[src/rtl/count_param.sv]
// Parameterised up/down counter with an inclusive runtime bound, wrap or saturate modes and a boundary pulse.
// Optional sticky ovf/unf flags are enabled by defining COUNT_PARAM_STICKY_FLAGS_EN.
module count_param #(
  parameter int WIDTH  = 8,
  parameter int STEP_W = 4
) (
  input  logic              clk,
  input  logic              rst,
  input  logic              en,
  input  logic              load,
  input  logic              up_down,
  input  logic              sat,
  input  logic [STEP_W-1:0] step,
  input  logic [WIDTH-1:0]  max_val,
  input  logic [WIDTH-1:0]  cin,
  input  logic              clr_flags,
  output logic [WIDTH-1:0]  cout,
  output logic              tc,
  output logic              ovf,
  output logic              unf
);

  typedef logic [WIDTH:0] ext_t;

  localparam ext_t ONE = ext_t'(1);

  logic [WIDTH-1:0] step_w;
  logic [WIDTH-1:0] eff_step;
  logic [WIDTH-1:0] cout_nxt;
  ext_t             cout_x;
  ext_t             max_x;
  ext_t             step_x;
  ext_t             sum_up;
  ext_t             wrap_up;
  ext_t             wrap_dn;
  logic             tc_nxt;
  logic             ovf_set;
  logic             unf_set;

  // All arithmetic is one bit wider than the count so sums past 2**WIDTH-1 never truncate.
  always_comb begin
    step_w   = WIDTH'(step);
    eff_step = (step_w > max_val) ? max_val : step_w;
    cout_x   = {1'b0, cout};
    max_x    = {1'b0, max_val};
    step_x   = {1'b0, eff_step};
    sum_up   = cout_x + step_x;
    wrap_up  = sum_up - (max_x + ONE);
    wrap_dn  = cout_x + max_x + ONE - step_x;
  end

  always_comb begin
    cout_nxt = cout;
    tc_nxt   = 1'b0;
    ovf_set  = 1'b0;
    unf_set  = 1'b0;
    if (en) begin
      if (load) begin
        cout_nxt = (cin > max_val) ? max_val : cin;
      end else if (max_val == '0) begin
        cout_nxt = '0;
      end else if (eff_step == '0) begin
        cout_nxt = cout;
      end else if (cout_x > max_x) begin
        // Bound was lowered below the current count: clamp regardless of direction or mode.
        cout_nxt = max_val;
        tc_nxt   = 1'b1;
        ovf_set  = 1'b1;
      end else if (up_down) begin
        if (sum_up > max_x) begin
          cout_nxt = sat ? max_val : wrap_up[WIDTH-1:0];
          tc_nxt   = 1'b1;
          ovf_set  = 1'b1;
        end else begin
          cout_nxt = sum_up[WIDTH-1:0];
        end
      end else begin
        if (step_x > cout_x) begin
          cout_nxt = sat ? '0 : wrap_dn[WIDTH-1:0];
          tc_nxt   = 1'b1;
          unf_set  = 1'b1;
        end else begin
          cout_nxt = cout - eff_step;
        end
      end
    end
  end

  always_ff @(posedge clk) begin
    if (rst) begin
      cout <= '0;
      tc   <= 1'b0;
    end else begin
      cout <= cout_nxt;
      tc   <= tc_nxt;
    end
  end

`ifdef COUNT_PARAM_STICKY_FLAGS_EN
  // A set event in the same cycle beats clr_flags; clearing works even with en low.
  always_ff @(posedge clk) begin
    if (rst) begin
      ovf <= 1'b0;
      unf <= 1'b0;
    end else begin
      if (ovf_set)        ovf <= 1'b1;
      else if (clr_flags) ovf <= 1'b0;
      if (unf_set)        unf <= 1'b1;
      else if (clr_flags) unf <= 1'b0;
    end
  end
`else
  logic unused_flags;
  assign unused_flags = ^{clr_flags, ovf_set, unf_set};
  assign ovf = 1'b0;
  assign unf = 1'b0;
`endif

endmodule

[config.mk]
export PLATFORM = sky130hd
export DESIGN_NAME = count_param
export DESIGN_NICKNAME = d
export VERILOG_FILES = /design/src/rtl/count_param.sv
export SDC_FILE = /design/constraint.sdc
export NUM_CORES = 1
export LEC_CHECK = 0
export BUFFER_PORTS_ARGS = -buffer_cell sky130_fd_sc_hd__buf_2
export CAP_MARGIN = 30
export CORE_MARGIN = 4
export CORE_UTILIZATION = 40
export CTS_BUF_LIST = sky130_fd_sc_hd__clkbuf_8
export DETAILED_ROUTE_END_ITERATION = 8
export PLACE_DENSITY_LB_ADDON = 0.25
export SETUP_SLACK_MARGIN = 0.3
export SLEW_MARGIN = 20
export SYNTH_ARGS = -nofsm -noshare
export SYNTH_HDL_FRONTEND = slang
export SYNTH_SLANG_ARGS = --single-unit
export TNS_END_PERCENT = 20
[constraint.sdc]
create_clock -name clk -period 10.59 [get_ports clk]
set_clock_uncertainty 0.1 [all_clocks]
set_input_delay 1.059 -clock clk [delete_from_list [all_inputs] [get_ports clk]]
set_output_delay 1.059 -clock clk [all_outputs]
set_load 0.05 [all_outputs]
==> flow_summary.json, run 1 <==
{
  "status": "finished, final reports clean",
  "grt_pass1_wl_um": 13800,
  "final_cell_area_um2": 3220,
  "startpoint_type": "input pin",
  "fmaxAchievable_ghz": 0.156,
  "antenna_left": 0,
  "r2r_end": "cout[4]",
  "tightest_slew_ns": 0.889,
  "setup_viol": 0,
  "ff2ff_path_depth": 15,
  "vdd_drop_max_mv": 0.0552,
  "synth.top_cell.area_share_pct": 24.5,
  "fillCellCount": 737,
  "layout.cells.non_filler": 502,
  "yosysMostFrequentCell": "ha_1",
  "grt_max_degree": 24,
  "power_mw": 0.471,
  "grt_usage_pct": 19.8,
  "port_buffers": 34,
  "die_h_um": 93.3,
  "clock_path_buffers": 2,
  "seq_area_um2": 180,
  "criticalPathCategory": "in2reg",
  "cts_tree": "yes",
  "holdCritPathClass": "reg2reg",
  "htree_num_levels": 1,
  "worstReg2RegStart": "cout[1]",
  "arrival_ns": 6.48,
  "hold_violations": 0,
  "synth_warnings": 0,
  "vias": 2814,
  "core_area_um2": 6940,
  "vias_per_cell": 5.61,
  "crit_path_cell_trace": "buf_2 -> nor4_1 -> nand2_1 -> a21oi_2 -> a21o_1 -> ha_1 -> inv_1 -> fa_1 -> nand2b_1 -> a211oi_1 -> nor2_1 -> o21bai_1 -> xnor2_1 -> ha_1 -> a21o_1 -> a221o_1 -> o211a_1 -> or3_1 -> mux2i_1 -> mux2_2 -> o22ai_1",
  "cp_slowest_stage_delay_ns": 0.65,
  "cts_sinks": 9,
  "syn-instance-count": 371,
  "area_delta_synth_final_pct": 10.6,
  "ios": 38,
  "row_count": 30,
  "crit_start": "max_val[7]",
  "start_util_pct": 41.9,
  "leakage_nw": 1.58,
  "numCtsBuffers": 3,
  "dp_cells": 498,
  "multi_input_area_um2": 2580,
  "min_period_ns": 6.41,
  "dp_hpwl_um": 6940,
  "ys_ff_latch": 9,
  "drtPass1Iterations": 5,
  "die_w_um": 93.3,
  "ys_seq_area_share_pct": 6.19,
  "netlist_area_um2": 2910,
  "cp_max_fo": 10,
  "grt_overflow": 0,
  "cpLargestDelayFamily": "compound AO/OA/AOI/OAI gates",
  "yosysUniqueCellTypes": 62,
  "cap_violations": 0,
  "synth_flop_cell": "dfxtp_1",
  "antenna_found_initial": 0,
  "cts_setup_buffers": 0,
  "synth-async-reset-ratio_pct": 0,
  "relSlewSlack_pct": 40.2,
  "cts-root-buf": "clkbuf_8",
  "synth-edff-count": 0,
  "grt_pass1_vias": 2818,
  "drc": 0,
  "hold_buffers": 0,
  "path_buf_inv": 2,
  "routed_wl_um": 8230,
  "slew_viol_final": 0,
  "power_density_nw_per_um2": 146,
  "critical_path_required_ns": 10.65,
  "wl_per_cell_um": 16.4,
  "clk_pin_slew_worst_paths_ns": 0.05,
  "placed_area_um2": 3170,
  "crit_path_end": "cout[4]",
  "tns_ns": 0,
  "drive_above_1_share_pct": 12.6,
  "slowest_stage": "nor4_1",
  "rrSetupSlack_ns": 5.94,
  "fp.dieArea_um2": 8710,
  "synthTopCellsByArea": "ha_1, dfxtp_1, mux2i_1, fa_1, xnor2_1",
  "cp.depth": 21,
  "rsz0062_at_grt": "false",
  "synth_top_area_cell": "ha_1",
  "crit_path_end_kind": "register",
  "cts.repair.resized": 0,
  "fin_crit_sh_pct": 60.6,
  "utilization_pct": 46.4,
  "antennaDiodeCount": 0,
  "nNetsFinal": 498,
  "gp_congestion": 0.895,
  "initialDrtViolationCount": 148,
  "syn_avg_cell_area_um2": 7.85,
  "insertion_delay_ns": 0.24,
  "synth.top_cells.by_count": "ha_1, inv_1, a21oi_1, nand2_1"
}
[power breakdown]
part           internal [mW]  switching, mW  total [mW]
registers             0.0396         0.0130      0.0527
logic                  0.160          0.219       0.379
clock network         0.0253         0.0146      0.0400
[routing by layer]
metal  track usage (%)  routed length (um)  up-vias
li1                  -                   -     1435
met2              31.8                3650       68
met1              27.9                4060     1299
met3              3.22                 401       12
met5                 0                   0        -
met4              4.03                 123        0
[worst reg2reg max path, stage by stage (launching register included)]
cell and delay [ns]:
dfxtp_1 0.60, inv_1 0.21, fa_1 0.50, nand2b_1 0.18
a211oi_1 0.34, nor2_1 0.08, o21bai_1 0.16, xnor2_1 0.20
ha_1 0.34, a21o_1 0.22, a221o_1 0.30, o211a_1 0.22
or3_1 0.52, mux2i_1 0.19, mux2_2 0.29, o22ai_1 0.12
[per-stage QoR]
step,hold WS (ns),worst slack (ns)
global route,0.614,3.77
finish,0.564,4.18
global placement,0.553,4.05
floorplan,0.711,4.95
CTS,0.566,4.20
detailed placement,0.558,3.97
[worst min-delay path by stage]
| stage | from | depth (start not counted) | end | slack (ns) |
|---|---|---|---|---|
| finish | cout[6] | 2 | cout[6] | 0.56 |
| global route | cout[6] | 2 | cout[6] | 0.61 |
| CTS | cout[6] | 2 | cout[6] | 0.57 |
| detailed placement | cout[6] | 2 | cout[6] | 0.56 |
| global placement | cout[6] | 2 | cout[6] | 0.55 |
| floorplan | cout[6] | 2 | cout[6] | 0.71 |
[state kept, by name (all words and copies together) (netlist names)]
register / flops
cout: 8
tc: 1
[layout by cell type, fill, tap and decap left out, drive strengths merged, types with 5 or more instances in the layout]
cell / n
a211oi: 5
o21ai: 21
nor3: 9
buf: 34
nor2: 21
xor2: 7
conb: 10
nand2: 22
nand3: 5
a21oi: 27
xnor2: 15
o211ai: 7
mux2i: 15
ha: 57
o21bai: 7
a21o: 9
dfxtp: 9
inv: 35
nand2b: 5
fa: 7
[cell families after synthesis]
group / synth area share (%)
xor gates and xnor gates: 6.62
buffers and inverters: 6.49
other: 0.258
and+or+nand+nor: 16.2
AOI/OAI and AO/OA: 28.2
muxes: 6.70
adders and majority gates: 29.3
DFF: 6.19
[cell type report]
class / instances / share of cell area (%)
Clock buffer: 3 / 1.28
Timing Repair Buffer: 34 / 5.28
Clock inverter: 1 / 0.117
Sequential cell: 9 / 5.59
Multi-Input combinational cell: 325 / 80.0
Inverter: 34 / 3.96
Tap cell: 96 / 3.73
Power figures use the tool's default switching activity.
==> run 2, diff against run 1 <==
clock period = 5.6 ns   (was 10.59 ns; I/O delays follow)
==> run 2 against run 1 <==
Compared with the run above:
- critical endpoint unchanged
- highest routed layer unchanged
- non-clock buffer count is 27 higher
- clock power is 96% higher
- final cell count is 5.4% higher
- critical path type unchanged
- final area is 9.3% higher
- wire length is 5.3% higher
==> flow_summary.json, run 2 (synthesized netlist as in run 1, its figures left out) <==
{
  "status": "finished, final reports clean",
  "critical_path_required_ns": 5.67,
  "tightest_slew_ns": 0.795,
  "cts_sinks": 9,
  "clkPwrFrac_pct": 8.0,
  "nNetsFinal": 525,
  "p_int_mw": 0.487,
  "placed_area_um2": 3310,
  "seq_area_um2": 180,
  "antenna_left": 0,
  "insertion_delay_ns": 0.24,
  "final_cell_area_um2": 3520,
  "relSlewSlack_pct": 46.6,
  "cp_max_fo": 5,
  "ios": 38,
  "antennaDiodeCount": 0,
  "htree_num_levels": 1,
  "dp_hpwl_um": 7150,
  "tns_ns": 0,
  "grt_pass1_vias": 2896,
  "swShare_pct": 50.5,
  "die_w_um": 93.3,
  "fmaxAchievable_ghz": 0.190,
  "fillCellCount": 692,
  "start_util_pct": 41.9,
  "grt_overflow": 0,
  "fp.dieArea_um2": 8710,
  "regMostFlops": "cout",
  "clk_pin_slew_worst_paths_ns": 0.05,
  "slew_viol_final": 0,
  "largest_registers": "cout: 8 flops, tc: 1 flops",
  "rsz0062_at_grt": "true",
  "drc": 0,
  "hold_violations": 0,
  "clock_path_buffers": 2,
  "rrSetupSlack_ns": 1.14,
  "cap_violations": 0,
  "antenna_found_initial": 0,
  "row_count": 30,
  "grt_pass1_wl_um": 14400,
  "die_h_um": 93.3,
  "vias_per_cell": 5.63,
  "mostFrequentLayoutCell": "ha_1",
  "final_cell_mix": "ha_1, inv_1, buf_2, a21oi_1, buf_4",
  "port_buffers": 34,
  "criticalPathCategory": "in2reg",
  "vias": 2977,
  "comb_power_share_pct": 82.0,
  "timing.hold.ws_ns": 0.522,
  "p_sw_mw": 0.497,
  "setup_viol": 0,
  "grt_max_degree": 24,
  "drive_above_1_share_pct": 21.0,
  "hold_buffers": 0,
  "cts_tree": "yes",
  "largest_reg_flops": 8,
  "numCtsBuffers": 3,
  "crit_path_end_kind": "register",
  "power_density_nw_per_um2": 279,
  "startpoint_type": "input pin",
  "initialDrtViolationCount": 184,
  "leakage_nw": 1.74,
  "core_area_um2": 6940,
  "area_delta_synth_final_pct": 20.9,
  "grt_usage_pct": 20.9,
  "drtPass1Iterations": 5,
  "gp_congestion": 0.890,
  "routed_wl_um": 8670,
  "min_period_ns": 5.26,
  "multi_input_area_um2": 2660,
  "holdCritPathClass": "in2reg",
  "arrival_ns": 5.33,
  "seq_power_share_pct": 10.0,
  "cts-root-buf": "clkbuf_8",
  "vdd_drop_max_mv": 0.101,
  "fin_crit_sh_pct": 93.9,
  "wl_per_cell_um": 16.4
}
[run 2: changes by cell type in the layout (fill, tap and decap cells not counted), sizes merged]
cell | before | now
buf | 34 | 61
[run 2: metal layers]
metal | wire (um) | GRT usage, %
met5 | 0 | 0
met4 | 204 | 4.76
met3 | 417 | 3.06
met2 | 3910 | 34.4
met1 | 4140 | 28.8
[run 2: stage by stage]
stage / utilization [%] / total power [mW] / worst slack, ns / std cells
finish: 50.7 / 0.984 / 0.344 / 529
global route: 50.7 / 1.08 / 0.148 / 529
CTS: 48.5 / 0.920 / 0.376 / 521
detailed placement: 47.7 / 0.836 / 0.0703 / 517
global placement: 47.7 / 0.824 / 0.167 / 517
floorplan: - / 0.661 / 0.461 / 379
[run 2: repair_timing]
action                                  4_1_cts  5_1_grt
pin swaps                                     0       18
gates cloned                                  0        0
gates resized for setup                       1       17
endpoints found under the setup margin        1        8
setup buffers                                 0        8
[run 2: power groups by stage]
stage                     clock (mW)  sequential [mW]  combinational [mW]
after floorplan                    0            0.129               0.532
after global placement             0            0.101               0.723
after detailed placement           0            0.101               0.735
after CTS                     0.0782           0.0996               0.742
after global routing          0.0830            0.101               0.900
final                         0.0785           0.0989               0.807
[run 2: path summary, 6_finish.rpt]
| path | start | endpoint | cells past startpoint |
|---|---|---|---|
| worst max-delay path | max_val[1] | cout[4] | 25 |
| worst min-delay path | en | tc | 3 |
| worst max register to register | cout[1] | cout[4] | 16 |
| worst min register to register | cout[6] | cout[6] | 2 |
[run 2: critical path: stages]
cell and delay, ns:
buf_6 0.10, inv_4 0.05, ha_4 0.19, nor2b_1 0.12, o211ai_1 0.27, a21oi_4 0.12
nor2_2 0.11, a21o_1 0.12, ha_2 0.20, inv_2 0.04, fa_2 0.37, nand2b_4 0.17
a211oi_4 0.25, nor2_1 0.08, o21bai_1 0.23, xnor2_2 0.14, ha_1 0.38, a21o_1 0.20
a221o_1 0.31, o211a_1 0.23, or3_4 0.42, buf_4 0.15, mux2i_1 0.10, mux2_2 0.30
o22ai_1 0.12
[run 2: final cells by class]
cell class | count | share of cell area (%)
Clock buffer | 3 | 1.17
Clock inverter | 1 | 0.107
Inverter | 34 | 3.69
Multi-Input combinational cell | 325 | 75.6
Timing Repair Buffer | 61 | 10.9
Sequential cell | 9 | 5.12
Tap cell | 96 | 3.41
==> run 3, diff against run 2 <==
BUFFER_PORTS_ARGS = -buffer_cell sky130_fd_sc_hd__buf_4   (was -buffer_cell sky130_fd_sc_hd__buf_2)
CORE_UTILIZATION = 55   (was 40)
==> run 3 against run 2 <==
Compared with the run above:
- wire length decreased by 4.7%
- flip-flop and latch count unchanged
- sequential power about the same
- register-to-register slack improved by 0.12 ns
- worst hold slack got worse by 0.013 ns
- critical path depth unchanged
- via count increased by 0.13%
- first-iteration DRC count increased by 13%
- sequential share of layout area increased by 0.072 points
- core utilization increased by 17 points
- critical path type unchanged
==> flow_summary.json, run 3 (synthesized netlist as in run 1, its figures left out) <==
{
  "rsz0062_at_grt": "false",
  "cts-root-buf": "clkbuf_8",
  "cts_tree": "yes",
  "tns_ns": 0,
  "crit_path_end_kind": "register",
  "grt_pass1_vias": 2672,
  "port_buffers": 34,
  "mostFrequentLayoutCell": "ha_1",
  "start_util_pct": 57.0,
  "vias": 2981,
  "drtPass1Iterations": 4,
  "r2r_end": "cout[1]",
  "tightest_slew_ns": 0.825,
  "largest_registers": "cout: 8 flops, tc: 1 flops",
  "regMostFlops": "cout",
  "hold_violations": 0,
  "leakage_nw": 1.72,
  "min_period_ns": 5.10,
  "relSlewSlack_pct": 44.6,
  "setup_viol": 0,
  "status": "finished, final reports clean",
  "grt_pass1_wl_um": 13200,
  "startpoint_type": "input pin",
  "wl_met1_um": 3750,
  "path_buf_inv": 4,
  "routed_wl_um": 8260,
  "met3_length_um": 402,
  "fp.dieArea_um2": 6520,
  "htree_num_levels": 1,
  "antennaDiodeCount": 0,
  "grt_usage_pct": 26.2,
  "power_density_nw_per_um2": 280,
  "ff2ff_path_depth": 16,
  "largest_reg_flops": 8,
  "cp.depth": 25,
  "drive_above_1_share_pct": 18.4,
  "routed.top_layer": "met4",
  "clock_path_buffers": 2,
  "antenna_left": 0,
  "slowest_stage": "fa_2",
  "drc": 0,
  "worstReg2RegStart": "cout[1]",
  "cp_max_fo": 5,
  "vias_per_cell": 6.03,
  "final_cell_mix": "ha_1, buf_4, inv_1, a21oi_1, nand2_1",
  "wl_per_cell_um": 16.7,
  "setup_ws_ns": 0.503,
  "criticalPathCategory": "in2reg",
  "route.met2.wl_um": 3960,
  "slew_viol_final": 0,
  "critical_path_required_ns": 5.62,
  "timing.hold.ws_ns": 0.509,
  "grt_max_degree": 24,
  "crit_path_end": "cout[1]",
  "cap_violations": 0,
  "fmaxAchievable_ghz": 0.196,
  "arrival_ns": 5.12,
  "numCtsBuffers": 3,
  "die_h_um": 80.8,
  "dp_hpwl_um": 6740,
  "cp_slowest_stage_delay_ns": 0.36,
  "die_w_um": 80.8,
  "crit_start": "max_val[1]",
  "vdd_drop_max_mv": 0.144,
  "cpLargestDelayFamily": "compound AO/OA/AOI/OAI gates",
  "grt_overflow": 0,
  "hold_buffers": 0,
  "initialDrtViolationCount": 207,
  "ios": 38,
  "insertion_delay_ns": 0.24,
  "rrSetupSlack_ns": 1.26,
  "fin_crit_sh_pct": 91.0,
  "antenna_found_initial": 0,
  "cts_sinks": 9,
  "clk_pin_slew_worst_paths_ns": 0.05,
  "gp_congestion": 0.946,
  "nNetsFinal": 516,
  "holdCritPathClass": "in2reg",
  "pre_cts_slack_ns": -0.00721,
  "area_delta_synth_final_pct": 19.2,
  "core_area_um2": 5110,
  "row_count": 26
}
==> run 3: cell count changes in the layout (fill, tap and decap cells not counted), sizes merged <==
cell,delta
buf,-9
==> run 3: worst reg2reg max path: stages, from the launching register on <==
cell and delay, ns:
dfxtp_1 0.59, inv_1 0.24, fa_2 0.46, nand2b_4 0.17, a211oi_4 0.25, nor2_1 0.07, o21bai_1 0.22, xnor2_2 0.16
ha_1 0.30, a21o_1 0.21, a221o_1 0.30, o211a_1 0.22, or3_4 0.34, buf_4 0.17, mux2i_1 0.11, mux2i_1 0.20
o2bb2ai_1 0.11
==> run 3: worst min-delay path by stage <==
stage | start | to | slack, ns | cells after the start
finish | en | tc | 0.51 | 3
global route | en | tc | 0.54 | 3
CTS | en | tc | 0.50 | 3
detailed placement | cout[6] | cout[6] | 0.55 | 2
global placement | cout[6] | cout[6] | 0.55 | 2
floorplan | en | tc | 0.59 | 2
==> run 3: timing repair <==
| action | in CTS | in global routing |
|---|---|---|
| gates cloned | 0 | 0 |
| pin swaps | 1 | 8 |
| setup endpoints to repair | 6 | 8 |
| setup buffers | 1 | 4 |
| resized for setup | 1 | 10 |
==> run 3: metal layers <==
metal  track usage, %  up-vias
met2             43.0       93
met5                0        -
met3             2.88       13
met4             6.59        0
li1                 -     1472
met1             36.7     1403
==> run 3: stage by stage <==
step	instance area (um^2)	power (mW)	std cells	util (%)
2_1_floorplan	2940	0.661	379	-
3_3_place_gp	3320	0.824	485	65.0
3_5_place_dp	3320	0.840	485	65.0
4_1_cts	3380	0.921	490	66.2
5_1_grt	3470	1.06	494	68.0
6_report	3470	0.974	494	68.0
==> run 3: area by class of cell <==
| class | count | area (um^2) |
|---|---|---|
| clock buffer | 3 | 41.3 |
| clock inverter | 1 | 3.75 |
| fill | 461 | 1630 |
| inverter | 34 | 128 |
| multi-input combinational | 325 | 2640 |
| sequential | 9 | 180 |
| tap | 70 | 87.6 |
| timing repair buffer | 52 | 390 |
==> run 3: power breakdown <==
group	total [mW]	leakage, nW	switching, mW	internal, mW
clock	0.0758	0.0269	0.0279	0.0479
combinational	0.797	1.61	0.437	0.360
sequential	0.101	0.0746	0.0258	0.0749
